===== config.mk =====
export PLATFORM = sky130hd
export DESIGN_NAME = wand_bus_resolver
export DESIGN_NICKNAME = d
export VERILOG_FILES = /design/src/rtl/wand_bus_resolver.sv
export SDC_FILE = /design/constraint.sdc
export NUM_CORES = 1
export LEC_CHECK = 0
export CELL_PAD_IN_SITES_DETAIL_PLACEMENT = 0
export CELL_PAD_IN_SITES_GLOBAL_PLACEMENT = 1
export CORE_MARGIN = 2
export CORE_UTILIZATION = 42
export CTS_CLUSTER_SIZE = 16
export DETAILED_ROUTE_END_ITERATION = 8
export PLACE_DENSITY = 0.84
export SLEW_MARGIN = 0
export SYNTH_ARGS = -nofsm -noshare
export SYNTH_HDL_FRONTEND = slang
export SYNTH_SLANG_ARGS = --single-unit
export TNS_END_PERCENT = 10

===== constraint.sdc =====
create_clock -name clk -period 3.6 [get_ports clk]
set_input_delay 0.54 -clock clk [delete_from_list [all_inputs] [get_ports clk]]
set_output_delay 0.54 -clock clk [all_outputs]
set_load 0.005 [all_outputs]

===== src/rtl/wand_bus_resolver.sv =====
// rtl/wand_bus_resolver.sv - wired-AND open-drain line resolver with deglitch, edges, arbitration and stuck detect
//
// Purpose:
//   Resolves a shared open-drain line from N_CH local drivers and one
//   asynchronous external level. The resolved level is synchronised,
//   deglitched by a FILT_LEN-cycle agreement filter, and used to derive
//   edge pulses, sticky per-channel arbitration-lost flags and a low-time
//   counter with a stuck-low flag.
//
// Optional feature:
//   WAND_BUS_STATS_EN - adds fall_cnt_o, a wrapping count of accepted falls.
//
// Ports:
//   clk         in   1       rising-edge clock
//   rst_n       in   1       asynchronous active-low reset
//   drv_i       in   N_CH    per-channel drive: 1 = release, 0 = pull low
//   ext_i       in   1       external line level, asynchronous
//   sample_i    in   1       arbitration sample strobe
//   lost_clr_i  in   1       clears all lost_o flags
//   line_o      out  1       filtered resolved line level
//   fall_o      out  1       pulse on accepted high->low
//   rise_o      out  1       pulse on accepted low->high
//   lost_o      out  N_CH    sticky arbitration-lost flags
//   low_cnt_o   out  CNT_W   cycles line_o has been low (saturating)
//   stuck_o     out  1       low_cnt_o >= STUCK_LIM
//   fall_cnt_o  out  CNT_W   accepted fall count (WAND_BUS_STATS_EN only)

module wand_bus_resolver #(
   parameter int N_CH      = 4,
   parameter int FILT_LEN  = 3,
   parameter int CNT_W     = 16,
   parameter int STUCK_LIM = 1000
) (
   input  logic             clk,
   input  logic             rst_n,
   input  logic [N_CH-1:0]  drv_i,
   input  logic             ext_i,
   input  logic             sample_i,
   input  logic             lost_clr_i,
   output logic             line_o,
   output logic             fall_o,
   output logic             rise_o,
   output logic [N_CH-1:0]  lost_o,
   output logic [CNT_W-1:0] low_cnt_o,
   output logic             stuck_o
`ifdef WAND_BUS_STATS_EN
   ,
   output logic [CNT_W-1:0] fall_cnt_o
`endif
);

   typedef enum logic [1:0] {
      ST_HI     = 2'd0,
      ST_CHK_LO = 2'd1,
      ST_LO     = 2'd2,
      ST_CHK_HI = 2'd3
   } state_t;

   localparam logic [3:0]       FILT_LIM  = 4'(FILT_LEN);
   localparam logic [3:0]       FILT_ONE  = 4'd1;
   localparam logic [CNT_W-1:0] CNT_ONE   = CNT_W'(1);
   localparam logic [CNT_W-1:0] CNT_MAX   = {CNT_W{1'b1}};
   localparam logic [CNT_W-1:0] STUCK_VAL = CNT_W'(STUCK_LIM);

   state_t           state, state_nxt;
   logic [3:0]       filt_cnt, filt_cnt_nxt;
   logic             ext_meta, ext_s;
   logic             raw;
   logic             line_nxt;
   logic [N_CH-1:0]  lost_nxt;
   logic [CNT_W-1:0] low_cnt_nxt;

   // Two-flop synchroniser; resets to the released (high) level.
   always_ff @(posedge clk or negedge rst_n) begin
      if (!rst_n) begin
         ext_meta <= 1'b1;
         ext_s    <= 1'b1;
      end else begin
         ext_meta <= ext_i;
         ext_s    <= ext_meta;
      end
   end

   // Wired-AND: any driver (local or external) at 0 pulls the line low.
   assign raw = (&drv_i) & ext_s;

   always_ff @(posedge clk or negedge rst_n) begin
      if (!rst_n) begin
         state    <= ST_HI;
         filt_cnt <= 4'd0;
      end else begin
         state    <= state_nxt;
         filt_cnt <= filt_cnt_nxt;
      end
   end

   // The CHK states count consecutive cycles of the opposite level; any
   // agreeing cycle aborts back to the settled state, so short glitches vanish.
   always_comb begin
      state_nxt    = state;
      filt_cnt_nxt = filt_cnt;
      case (state)
         ST_HI: begin
            if (!raw) begin
               if (FILT_LIM == FILT_ONE) begin
                  state_nxt    = ST_LO;
                  filt_cnt_nxt = 4'd0;
               end else begin
                  state_nxt    = ST_CHK_LO;
                  filt_cnt_nxt = FILT_ONE;
               end
            end
         end
         ST_CHK_LO: begin
            if (raw) begin
               state_nxt    = ST_HI;
               filt_cnt_nxt = 4'd0;
            end else if (filt_cnt + FILT_ONE == FILT_LIM) begin
               state_nxt    = ST_LO;
               filt_cnt_nxt = 4'd0;
            end else begin
               filt_cnt_nxt = filt_cnt + FILT_ONE;
            end
         end
         ST_LO: begin
            if (raw) begin
               if (FILT_LIM == FILT_ONE) begin
                  state_nxt    = ST_HI;
                  filt_cnt_nxt = 4'd0;
               end else begin
                  state_nxt    = ST_CHK_HI;
                  filt_cnt_nxt = FILT_ONE;
               end
            end
         end
         ST_CHK_HI: begin
            if (!raw) begin
               state_nxt    = ST_LO;
               filt_cnt_nxt = 4'd0;
            end else if (filt_cnt + FILT_ONE == FILT_LIM) begin
               state_nxt    = ST_HI;
               filt_cnt_nxt = 4'd0;
            end else begin
               filt_cnt_nxt = filt_cnt + FILT_ONE;
            end
         end
         default: begin
            state_nxt    = ST_HI;
            filt_cnt_nxt = 4'd0;
         end
      endcase
   end

   assign line_o   = (state == ST_HI) || (state == ST_CHK_LO);
   assign line_nxt = (state_nxt == ST_HI) || (state_nxt == ST_CHK_LO);

   // Flags set on a sample while another driver holds the line low; a set in
   // the same cycle as a clear survives because the OR is applied last.
   assign lost_nxt = (lost_clr_i ? '0 : lost_o) |
                     ((sample_i && !line_o) ? drv_i : '0);

   assign low_cnt_nxt = line_o              ? '0        :
                        (low_cnt_o == CNT_MAX) ? low_cnt_o :
                        low_cnt_o + CNT_ONE;

   // Edge pulses coincide with the first cycle of the new line_o level;
   // CHK_HI -> LO is not an edge because line_o never went high.
   always_ff @(posedge clk or negedge rst_n) begin
      if (!rst_n) begin
         fall_o    <= 1'b0;
         rise_o    <= 1'b0;
         lost_o    <= '0;
         low_cnt_o <= '0;
         stuck_o   <= 1'b0;
      end else begin
         fall_o    <= line_o & ~line_nxt;
         rise_o    <= ~line_o & line_nxt;
         lost_o    <= lost_nxt;
         low_cnt_o <= low_cnt_nxt;
         stuck_o   <= (low_cnt_nxt >= STUCK_VAL);
      end
   end

`ifdef WAND_BUS_STATS_EN
   always_ff @(posedge clk or negedge rst_n) begin
      if (!rst_n) begin
         fall_cnt_o <= '0;
      end else if (fall_o) begin
         fall_cnt_o <= fall_cnt_o + CNT_ONE;
      end else if (lost_clr_i) begin
         fall_cnt_o <= '0;
      end
   end
`endif

endmodule


==> impl_metrics.ini <==
[finish]
drive_gt1_share_pct = 11.1
fin_util_pct = 56.7
layout_common_cells = clkdlybuf4s50_1, dfrtp_1, nand3_1, nand2_1
layout_commonest_cell = clkdlybuf4s50_1
antennaDiodeCount = 0
synthToLayoutAreaGrowth_pct = 29.4
final_area_um2 = 2090
finalNetCount = 210

[logic_synthesis]
synth-simple-area-share_pct = 25.6
syn-num-nets = 174
synth_top_family_by_area = simple AND/OR/NAND/NOR gates
synth_compound_gate_area_share_pct = 13.4
synth_edf_count = 0
synthTopCellsByArea = dfrtp_1, nand3_1, dfstp_2
ys_seq_elements = 31
synthMuxAreaShare_pct = 2.01
synth_top_area_share_pct = 44.9
yosysTopAreaCell = dfrtp_1
synth_cells = 162
ys_warn_count = 0
async_reset_ff_share_pct = 100
syn_area_per_cell_um2 = 9.97
synth_cell_types = 45
netlist_area_um2 = 1620
synth_fa_ha_area_share_pct = 2.32
ys_seq_area_share_pct = 48.2
synthXorXnorAreaFrac_pct = 5.42
synth_ff_type = dfrtp_1

[placed_design]
dp_hpwl_um = 2530
gp_congestion = 0.913
io_buffers = 32
placed_area_um2 = 1990

[outcome]
status = finished clean

[clocking]
cts_resized = 0
clock_sinks = 31
htreeDepth = 2
postCtsHoldBufs = 0
cts_made_buffers = 5
clock-root-buffer = clkbuf_8
cts_tree = built
clk_path_buf_depth = 2
insertion_delay_ns = 0.28
cts.clk_slew.worst_paths_ns = 0.07
cts_setup_buffers = 0

[timing]
timing.final.crit_share_pct = 67.3
setup-violations-final = 0
max_slew_margin_pct = 66.1
setup_tns_ns = 0
worst_pin_slew_ns = 0.504
fmax_mhz = 413
finalMaxSlewViolations = 0
clock_skew_ns = 0.0104
period_needed_ns = 2.42
rsz0062_at_grt = no
hold_violations = 0

[global_routing]
grt.total_usage_pct = 17.6
grt_max_degree = 32
antenna_found_initial = 0
first_global_vias = 1230
grt_remaining_overflow = 0
grt_pass1_wl_um = 5750

[power_and_ir_drop]
swShare_pct = 25.3
power_frac_comb_pct = 11.8
p_leak_nw = 0.874
p_clk_share_pct = 37.3
p_per_area_nw_per_um2 = 386
p_int_mw = 0.602
ir_drop_uv = 290
power_switching_mw = 0.204
seqPwrFrac_pct = 50.8

[detailed_routing]
wl_per_cell_um = 14.2
dr.pass1.iters = 4
vias = 1354
ant_nets = 0
route.detailed.vias_per_inst = 5.48
drc = 0
detailedRoute.firstIterationViolations = 84
wl_um = 3520

[critical_path]
crit_slowest_cell = clkdlybuf4s50_1
critPathMaxStageDelay_ns = 0.60
worstSetupEndpointType = output pin
required_ns = 3.06
crit_fanout = 14
crit_arrival_ns = 1.88
startpoint_type = flip-flop
path_class = reg -> out
crit_chain = inv_1 -> clkdlybuf4s50_1

[floorplan]
pin_count = 33
die-area_um2 = 4360
core.rowCount = 22
die_width_um = 66.0
fp.dieH_um = 66.0
coreArea_um2 = 3690
initial_core_util_pct = 43.8

[job]
maxCapViolations = 0

[hold_path]
hold_class = reg -> reg
[cells in the mapped netlist (2+ instances only)]
cell type / count
a31oi_1: 5
inv_1: 9
nand4_1: 5
dfrtp_1: 29
nand2_1: 14
nor2_1: 10
mux2_2: 2
nand3_1: 14
xnor2_1: 6
nor4_1: 2
and3_1: 3
nor3_1: 7
nand4_4: 2
dfstp_2: 2
a21oi_1: 6
xor2_1: 4
o21ai_0: 10
clkbuf_1: 3
ha_1: 3
[registers in the layout, summed over array words and instances (netlist names)]
signal	cells
ext_meta	1
ext_s	1
fall_o	1
filt_cnt	4
lost_o	4
low_cnt_o	16
rise_o	1
state	2
stuck_o	1
[through the flow]
stage | instances | hold slack [ns] | power, mW | setup WS, ns
2_1_floorplan | 162 | 0.244 | 0.450 | 1.69
3_3_place_gp | 239 | 0.347 | 0.509 | 1.42
3_5_place_dp | 239 | 0.349 | 0.513 | 1.38
4_1_cts | 247 | 0.359 | 0.814 | 1.16
5_1_grt | 247 | 0.365 | 0.849 | 1.07
6_report | 247 | 0.358 | 0.806 | 1.18
[worst max-delay path, delay by kind of cell, from the launching register on]
family                 cells  cell delay (ns)
buffers and inverters      2             1.06
DFF                        1             0.55
[kinds of logic after synthesis]
group           count (synthesis)
fa+ha+maj                       3
mux                             3
buf+inv                        13
xor+xnor                       10
flops                          31
simple gates                   70
compound gates                 32
[cell type report]
type | instances | area [um^2]
Multi-Input combinational cell | 118 | 787
Timing Repair Buffer | 33 | 328
Fill cell | 341 | 1600
Sequential cell | 31 | 778
Inverter | 9 | 33.8
Clock buffer | 7 | 96.3
Tap cell | 48 | 60.1
Clock inverter | 1 | 7.51
[path summary, 6_finish.rpt]
check	start	to	slack, ns	depth (start not counted)
max	state[1]	line_o	1.18	2
min	ext_meta	ext_s	0.36	0
max reg2reg	low_cnt_o[0]	stuck_o	1.33	7
min reg2reg	ext_meta	ext_s	0.36	0
max in group asynchronous	rst_n	ext_meta	2.62	2
min in group asynchronous	rst_n	low_cnt_o[11]	0.66	2
[metal layers]
layer	GRT usage [%]	routed length [um]
met1	24.9	1760
met2	25.9	1590
met3	5.79	123
met4	5.10	41
met5	0	0
[power by group through the flow]
| stage | clock network (mW) | logic (mW) | registers (mW) |
|---|---|---|---|
| final | 0.301 | 0.0953 | 0.410 |
| after global routing | 0.324 | 0.108 | 0.416 |
| after CTS | 0.307 | 0.0973 | 0.410 |
| after detailed placement | 0 | 0.0966 | 0.416 |
| after global placement | 0 | 0.0960 | 0.413 |
| after floorplan | 0 | 0.0457 | 0.404 |
No activity file was read; power rests on OpenSTA's default activity.
